--- src/rtl/seg_scan_ctrl_pkg.sv ---
`default_nettype none
// ============================================================================
//  Module   : seg_pkg
//  Purpose  : Shared definitions for the 7-segment scan controller:
//             digit count, segment bit positions, glyph table, seg_t type.
//  Ports    : none (package)
//  Revision : 1.0  initial release
// ============================================================================
package seg_pkg;

  localparam int NUM_DIGITS = 8;

  // Segment bit positions inside seg_t (active-high).
  localparam int SEG_A  = 0;
  localparam int SEG_B  = 1;
  localparam int SEG_C  = 2;
  localparam int SEG_D  = 3;
  localparam int SEG_E  = 4;
  localparam int SEG_F  = 5;
  localparam int SEG_G  = 6;
  localparam int SEG_DP = 7;

  typedef logic [7:0] seg_t;

  // Glyphs 0-9, A, b, C, d, E, F; entry n sits at index n. dp bit is always 0.
  localparam logic [15:0][7:0] GLYPHS = {
    8'h71, 8'h79, 8'h5E, 8'h39, 8'h7C, 8'h77, 8'h6F, 8'h7F,
    8'h07, 8'h7D, 8'h6D, 8'h66, 8'h4F, 8'h5B, 8'h06, 8'h3F
  };

endpackage : seg_pkg
`default_nettype wire

--- src/rtl/seg_scan_ctrl_hex7seg_decode.sv ---
`default_nettype none
// ============================================================================
//  Module   : hex7seg_decode
//  Purpose  : Combinational hex nibble to 7-segment glyph decoder.
//  Ports    : i_nib  [3:0]  hex nibble
//             o_seg  seg_t  segments a..g (bit0..6), dp (bit7) always 0
//  Revision : 1.0  initial release
// ============================================================================
module hex7seg_decode
  import seg_pkg::*;
(
  input  logic [3:0] i_nib,
  output seg_t       o_seg
);

  assign o_seg = GLYPHS[i_nib];

endmodule : hex7seg_decode
`default_nettype wire

--- src/rtl/seg_scan_ctrl.sv ---
`default_nettype none
// ============================================================================
//  Module   : seg_scan_ctrl
//  Purpose  : Time-multiplexed scan controller for an 8-digit common-anode
//             7-segment display. Latches a 32-bit hex value and dp mask,
//             double-buffers them so a frame is never torn, and walks the
//             digits one slot at a time with a short anti-ghost blank.
//  Ports    : clk           system clock, rising edge
//             rst           asynchronous, active-low reset
//             en_i          scan enable (0 = hold position, display dark)
//             load_i        one-cycle strobe capturing data_i / dp_i
//             data_i [31:0] hex value, nibble k on digit k (0 = rightmost)
//             dp_i   [7:0]  decimal-point mask
//             an_o   [7:0]  anode enables, active-low
//             seg_o  [7:0]  segments a..g, dp (active-high)
//             frame_done_o  pulse when the digit index wraps 7 -> 0
//  Params   : PERIOD  cycles per digit slot (>= 2)
//             BLANK   dark cycles at slot start (0 <= BLANK < PERIOD)
//  Config   : SEG_LZ_BLANK_EN  enables leading-zero suppression
//  Revision : 1.0  initial release
// ============================================================================
module seg_scan_ctrl
  import seg_pkg::*;
#(
  parameter int PERIOD = 100000,
  parameter int BLANK  = 4
) (
  input  logic        clk,
  input  logic        rst,
  input  logic        en_i,
  input  logic        load_i,
  input  logic [31:0] data_i,
  input  logic [7:0]  dp_i,
  output logic [7:0]  an_o,
  output logic [7:0]  seg_o,
  output logic        frame_done_o
);

  localparam int            CW      = (PERIOD > 1) ? $clog2(PERIOD) : 1;
  localparam logic [CW-1:0] c_last  = CW'(PERIOD - 1);
  localparam logic [CW-1:0] c_blank = CW'(BLANK);

  logic [CW-1:0] r_cnt;
  logic [2:0]    r_idx;
  logic [31:0]   r_pend_data;
  logic [7:0]    r_pend_dp;
  logic [31:0]   r_shd_data;
  logic [7:0]    r_shd_dp;

  logic          w_tick;
  logic          w_frame_end;
  logic [3:0]    w_nib;
  seg_t          w_glyph;
  seg_t          w_seg_lit;
  logic [7:0]    w_an_sel;
  logic          w_in_blank;
  logic          w_suppress;

  assign w_tick      = en_i && (r_cnt == c_last);
  assign w_frame_end = w_tick && (r_idx == 3'(NUM_DIGITS - 1));
  assign w_nib       = r_shd_data[{r_idx, 2'b00} +: 4];
  assign w_an_sel    = ~(8'h01 << r_idx);
  assign w_in_blank  = (r_cnt < c_blank);
  assign w_seg_lit   = w_glyph | (8'(r_shd_dp[r_idx]) << SEG_DP);

  hex7seg_decode u_dec (
    .i_nib (w_nib),
    .o_seg (w_glyph)
  );

`ifdef SEG_LZ_BLANK_EN
  // w_zero_from[k] is set when nibbles k..7 of the shadow are all zero.
  logic [7:0] w_zero_from;
  logic       w_acc;

  always_comb begin
    w_zero_from = '0;
    w_acc       = 1'b1;
    for (int k = NUM_DIGITS - 1; k >= 0; k--) begin
      w_acc          = w_acc && (r_shd_data[4*k +: 4] == 4'h0);
      w_zero_from[k] = w_acc;
    end
  end

  // Digit 0 always shows, so a value of zero still reads "0".
  assign w_suppress = (r_idx != 3'd0) && w_zero_from[r_idx];
`else
  assign w_suppress = 1'b0;
`endif

  always_ff @(posedge clk or negedge rst) begin
    if (!rst) begin
      r_cnt        <= '0;
      r_idx        <= '0;
      r_pend_data  <= '0;
      r_pend_dp    <= '0;
      r_shd_data   <= '0;
      r_shd_dp     <= '0;
      an_o         <= 8'hFF;
      seg_o        <= 8'h00;
      frame_done_o <= 1'b0;
    end else begin
      if (load_i) begin
        r_pend_data <= data_i;
        r_pend_dp   <= dp_i;
      end

      // Shadow changes only between frames; a load landing on the
      // boundary itself is forwarded so it is not delayed a whole frame.
      if (w_frame_end) begin
        r_shd_data <= load_i ? data_i : r_pend_data;
        r_shd_dp   <= load_i ? dp_i   : r_pend_dp;
      end

      if (w_tick) begin
        r_cnt <= '0;
        r_idx <= r_idx + 3'd1;
      end else if (en_i) begin
        r_cnt <= r_cnt + 1'b1;
      end

      frame_done_o <= w_frame_end;

      if (!en_i || w_in_blank) begin
        an_o  <= 8'hFF;
        seg_o <= 8'h00;
      end else if (w_suppress) begin
        // Suppressed digit keeps its dp visible if requested.
        an_o  <= r_shd_dp[r_idx] ? w_an_sel : 8'hFF;
        seg_o <= r_shd_dp[r_idx] ? 8'h80 : 8'h00;
      end else begin
        an_o  <= w_an_sel;
        seg_o <= w_seg_lit;
      end
    end
  end

endmodule : seg_scan_ctrl
`default_nettype wire

--- config.mk ---
export PLATFORM = sky130hd
export DESIGN_NAME = seg_scan_ctrl
export DESIGN_NICKNAME = d
export VERILOG_FILES = /design/src/rtl/seg_scan_ctrl_pkg.sv /design/src/rtl/seg_scan_ctrl_hex7seg_decode.sv /design/src/rtl/seg_scan_ctrl.sv
export SDC_FILE = /design/constraint.sdc
export NUM_CORES = 1
export LEC_CHECK = 0
export BUFFER_PORTS_ARGS = -buffer_cell sky130_fd_sc_hd__buf_2
export CAP_MARGIN = 20
export CORE_ASPECT_RATIO = 1.4
export CORE_MARGIN = 1.5
export CORE_UTILIZATION = 25
export DETAILED_ROUTE_END_ITERATION = 10
export GPL_TIMING_DRIVEN = 0
export HOLD_SLACK_MARGIN = 0.06
export PLACE_DENSITY = 0.44
export SETUP_SLACK_MARGIN = 0.05
export SYNTH_ARGS = -nofsm -noshare
export SYNTH_HDL_FRONTEND = slang
export SYNTH_HIERARCHICAL = 1
export SYNTH_SLANG_ARGS = --single-unit
--- constraint.sdc ---
create_clock -name clk -period 5.44 [get_ports clk]
set_input_delay 0.544 -clock clk [delete_from_list [all_inputs] [get_ports clk]]
set_output_delay 0.544 -clock clk [all_outputs]
set_load 0.005 [all_outputs]
=== After elaboration in Yosys (flattened, before gate mapping) ===
Memories as Yosys holds them, arrays and structs flattened.
Index checks and enable logic that the tools add are counted.

* Flip-flop bits (word level): 117
* Memory bits (read-only): 128
* Input bits: 44
* Output and inout port bits: 17
* Memories: 1

{| class="wikitable"
|+ Memories
! memory !! words !! width !! rd ports !! clocked after Yosys merged registers in !! write ports !! RTL line !! source
|-
| (no name shown) || 16 || 8 || 1 || 0 || 0 || seg_scan_ctrl_hex7seg_decode.sv:16 || <nowiki>assign o_seg = GLYPHS[i_nib];</nowiki>
|}

* Add/subtract/negate cells: 2
* $lt $le $gt $ge: 3
* Equal/unequal tests: 2
* Shift-type cells: 2
* Multiplexer cells: 9
* Bitwise logic cells: 2
* Reduce and logical (&&, ||, !) cells: 5

{| class="wikitable"
|+ Operator list
! operator !! number
|-
| $mux 17 || 2
|-
| $mux 32 || 1
|-
| $mux 8 || 4
|-
| $shiftx 32x6->4 || 1
|-
| $add 17x1->17 const B || 1
|-
| $eq 17x17->1 const B || 1
|-
| $lt 17x3->1 const B || 1
|-
| $not 8->8 || 1
|-
| $or 8x8->8 || 1
|-
| $shl 1x3->8 const A || 1
|-
| $lt 4x5->1 const B || 1
|-
| $lt 3x4->1 const B || 1
|-
| $add 3x1->3 const B || 1
|-
| $bmux 1 s3 || 1
|-
| $eq 3x3->1 const B || 1
|-
| $logic_and 1x1->1 || 2
|-
| $reduce_bool 2->1 || 1
|-
| $logic_not 1->1 || 1
|-
| $logic_or 1x1->1 || 1
|-
| $mux 1 || 1
|}

=== Logic depth before layout (Yosys ltp) ===
* Depth after elaboration: 5
* Mapped depth: 9
* Mapped depth without buffers: 8

=== Cells and area by module ===
Netlist, hierarchy kept.

{| class="wikitable"
|+ By module, submodules not included
! module !! instances !! cells an instance !! area an instance (um^2) !! sequential area each (um^2)
|-
| seg_scan_ctrl || 1 || 332 || 4869.7 || 2937.8
|-
| hex7seg_decode || 1 || 35 || 299.0 || 0.0
|}

=== Worst setup path before layout ===
No wires, ideal clock.

* Path kind: register to register
* From: register r_idx[0]
* To: register seg_o[3]
* Library setup time: 0.119 ns
* Arrival: 2.516 ns
* Required time: 5.321 ns
* Setup slack: 2.805 ns
* Stages on the path, launching flop included: 10
* Path buffers: 1
* Cells stage by stage: dfrtp_1 > clkbuf_1 > mux4_2 > nand2_1 > nand2_1 > inv_1 > ha_1 > inv_1 > mux4_1 > and2_1

* Cells in the longest elaborated chain, start to end: 5

{| class="wikitable"
|+ Ends and longest elaborated chain
! item !! RTL line !! source
|-
| start: declaration || seg_scan_ctrl.sv:44 || <nowiki>logic [2:0] r_idx;</nowiki>
|-
| start signal: assignment || seg_scan_ctrl.sv:117 || <nowiki>r_idx <= r_idx + 3'd1;</nowiki>
|-
| $shiftx 32x6->4 || seg_scan_ctrl.sv:61 || <nowiki>assign w_nib = r_shd_data[{r_idx, 2'b00} +: 4];</nowiki>
|-
| named net w_nib[1] || seg_scan_ctrl.sv:52 || <nowiki>logic [3:0] w_nib;</nowiki>
|-
| $mem_v2 16x8 || -- ||
|-
| $mux 8 (not written as such) || seg_scan_ctrl_hex7seg_decode.sv:16 ||
|-
| named net w_glyph[3] || seg_scan_ctrl.sv:53 || <nowiki>seg_t w_glyph;</nowiki>
|-
| $or 8x8->8 || seg_scan_ctrl.sv:64 || <nowiki>assign w_seg_lit = w_glyph | (8'(r_shd_dp[r_idx]) << SEG_DP);</nowiki>
|-
| $mux 8 || seg_scan_ctrl.sv:124 || <nowiki>if (!en_i || w_in_blank) begin</nowiki>
|-
| end signal: assignment || seg_scan_ctrl.sv:130 || <nowiki>seg_o <= r_shd_dp[r_idx] ? 8'h80 : 8'h00;</nowiki>
|-
| end signal: assignment || seg_scan_ctrl.sv:133 || <nowiki>seg_o <= w_seg_lit;</nowiki>
|-
| end: declaration || seg_scan_ctrl.sv:35 || <nowiki>output logic [7:0] seg_o,</nowiki>
|}

The timed path passes the listed nets, and every way through them passes these cells. The select of a mux whose other input is x is not followed.
A chain may end at the register's enable or synchronous reset.

=== Worst setup path in the final report ===
Ends and elaborated chain as after synthesis.

==> reports/results.ini <==
[job]
maxCapViolations=0

[yosys]
ys.warnings.count=6
syn_avg_cell_area_um2=14.1
synthesis.nets=425
ys.flop_type=dfrtp_1
synth_edf_count=0
syn_area_mm2=0.00517
synth.distinct_cells=43
synth-seq-area-share=0.568
syn_inst=367
synth_seq_cells=117
ys_async_sr_fraction=1.00

[timing]
period_needed_ns=3.18
rsz0062_at_grt=no
max_freq_mhz=315
finClkSkew_ns=0.00984
fin_crit_sh=0.584
hold_viol=0
finalSetupViolations=0
relSlewSlack=0.370
fin_tns_setup_ns=0
holdWs_ns=0.383
drv_slew=0
tightest_slew_ns=0.945

[finish]
final_core_util=0.315
syn_to_final_growth_pct=24.4
fin_nets=504
n_antenna_cell=0
drive_gt1_frac=0.434

[clocking]
clock_latency_ns=0.41
cts_resized=0
cts_buffer_depth=2
cts_tree=built
clock-sinks=117
htree_levels=4
clock-root-buffer=clkbuf_16
numCtsBuffers=17
cts.clk_slew.worst_paths_ns=0.05

[min_path]
hold_class=in -> reg

[power_and_ir_drop]
pwr_density_cell_mw_per_mm2=358
ir_drop_uv=205
leakagePower_nw=2.90

[setup_path]
cp_num_buf_inv=3
critPathCaptureType=flop
arrival_ns=3.47
cp_slowest_cell=clkbuf_1
crit_family=multiplexers
path_cells=clkbuf_1, mux4_2, nand2_1, nand2_1, inv_1, ha_1, inv_1, mux4_1, and2_1
slowest_delay_ns=0.72
worst_setup_path_start_kind=flop
cp.required_ns=5.74
crit_type=reg -> reg
cp_max_fo=10

[routing]
wl_per_cell_um=15.2
route.antenna.remaining_nets=0
drt_iter0_markers=118
drcViolationCount=0
routed_via_density=4.28
wl_um=10900
dr_total_vias=3053
first_pass_iters=4

[floorplan]
die_h_um=173
fp.dieArea_mm2=0.0216
core_mm2=0.0204
die_w_um=125
row_count=62
initial_core_util=0.253
pin_count=61

[outcome]
outcome=finished, final reports clean

[grt]
antenna_found_initial=0
grt_max_degree=103
grt_overflow=0
grt_util_all_layers=0.109
grt_pass1_vias=3420
grt_first_pass_wirelength_um=18200

[placement]
routabilityCongestion=0.753
io_buffer_count=58
hpwl_um=7740

## cell usage after synthesis, types with 2 or more instances
cell type / count / share of area
nand3_1: 2 / 0.0019
xor2_1: 3 / 0.0051
clkbuf_1: 5 / 0.0036
nor2_1: 11 / 0.0080
and2_1: 10 / 0.012
nand2b_1: 3 / 0.0036
mux2i_1: 3 / 0.0058
nand4_1: 7 / 0.0085
xnor2_1: 13 / 0.022
buf_2: 3 / 0.0029
mux4_2: 10 / 0.044
nand2_1: 28 / 0.020
inv_1: 12 / 0.0087
buf_6: 5 / 0.011
ha_1: 14 / 0.034
buf_1: 3 / 0.0022
a21oi_1: 3 / 0.0029
mux2_1: 6 / 0.013
dfstp_2: 8 / 0.041
nor4_1: 3 / 0.0036
dfrtp_1: 109 / 0.53
mux2_2: 78 / 0.17
nor3_1: 5 / 0.0048
or3_1: 2 / 0.0024
or4_1: 3 / 0.0044
## through the flow
stage / power (mW) / area (um^2) / setup slack, ns / cells
after floorplan: 1.09 / 5170 / 2.80 / 367
after global placement: 1.17 / 5780 / 2.22 / 681
after detailed placement: 1.18 / 5810 / 2.20 / 682
after CTS: 2.34 / 6430 / 2.16 / 714
after global routing: 2.41 / 6430 / 1.94 / 714
final: 2.31 / 6430 / 2.26 / 714
## final timing paths
check	start	endpoint	slack, ns	cells after the start
min in group asynchronous	rst	r_pend_data[13]	0.52	2
max in group asynchronous	rst	r_pend_data[26]	4.17	3
hold reg to reg	r_shd_dp[5]	r_shd_dp[5]	0.48	1
hold / removal	data_i[14]	r_pend_data[14]	0.38	2
setup reg to reg	r_idx[0]	seg_o[3]	2.26	9
setup / recovery	r_idx[0]	seg_o[3]	2.26	9
## worst register-to-register path, delay by kind of cell, from the launching register on
| family | cells | cell delay (ns) |
|---|---|---|
| adders and majority gates | 1 | 0.25 |
| buffers and inverters | 3 | 0.92 |
| DFF | 1 | 0.36 |
| and+or+nand+nor | 3 | 0.39 |
| muxes | 2 | 1.14 |
## area by class of cell
cell class | count | area [um^2]
clock buffers | 22 | 484
flip-flops and latches | 117 | 2940
multi-input cells | 221 | 2080
well taps | 256 | 320
repair buffers | 60 | 334
clock inverters | 9 | 125
fillers | 2040 | 14000
inverters | 12 | 45.0
plain buffers | 17 | 109
## timing repair
item,4_1_cts,5_1_grt
hold endpoints to repair,15,0
setup buffers,0,0
hold buffers,1,0
## power by group
part	internal, mW	total [mW]	switching [mW]
clock network	0.762	1.14	0.382
registers	0.938	0.980	0.0426
logic	0.0883	0.181	0.0927
total	1.79	2.31	0.517
## sequential cells by signal, summed over array words and instances, names as in the netlist
name / flops
r_cnt: 17
an_o: 8
seg_o: 8
r_shd_dp: 8
frame_done_o: 1
r_pend_data: 32
r_pend_dp: 8
r_idx: 3
r_shd_data: 32
## cell families (layout without fill, tap and decap cells)
family	after synthesis	count (layout)	share of synthesized area
simple gates	82	82	0.0879
mux	98	98	0.237
xor+xnor	16	16	0.0271
buf+inv	29	120	0.0298
compound gates	10	10	0.0148
other cells	1	1	0.000726
flops	117	117	0.568
fa+ha+maj	14	14	0.0339
## placed cells by master (no fill, tap or decap), drive strengths merged, types with 2 or more instances in the layout
master and count:
nand2b 3, buf 71, and2 10, nand3 2, dfrtp 109, or3 3
xnor2 13, nor3 5, ha 14, clkbuf 27, nor4 5, inv 12
mux2 84, xor2 3, clkinv 4, mux2i 3, nand2 28, bufinv 3
or4 3, dfstp 8, mux4 11, a21oi 3, nor2 11, nand4 8
clkinvlp 2
## metal layers
layer,routed length [um],global-route usage,vias up,part of all wire
li1,-,-,1445,-
met1,4670,0.131,1539,0.43
met2,5570,0.184,53,0.51
met3,407,0.0300,16,0.037
met4,204,0.0469,0,0.019
met5,0,0,-,0
Note: power is estimated with default switching activity, not from simulation.
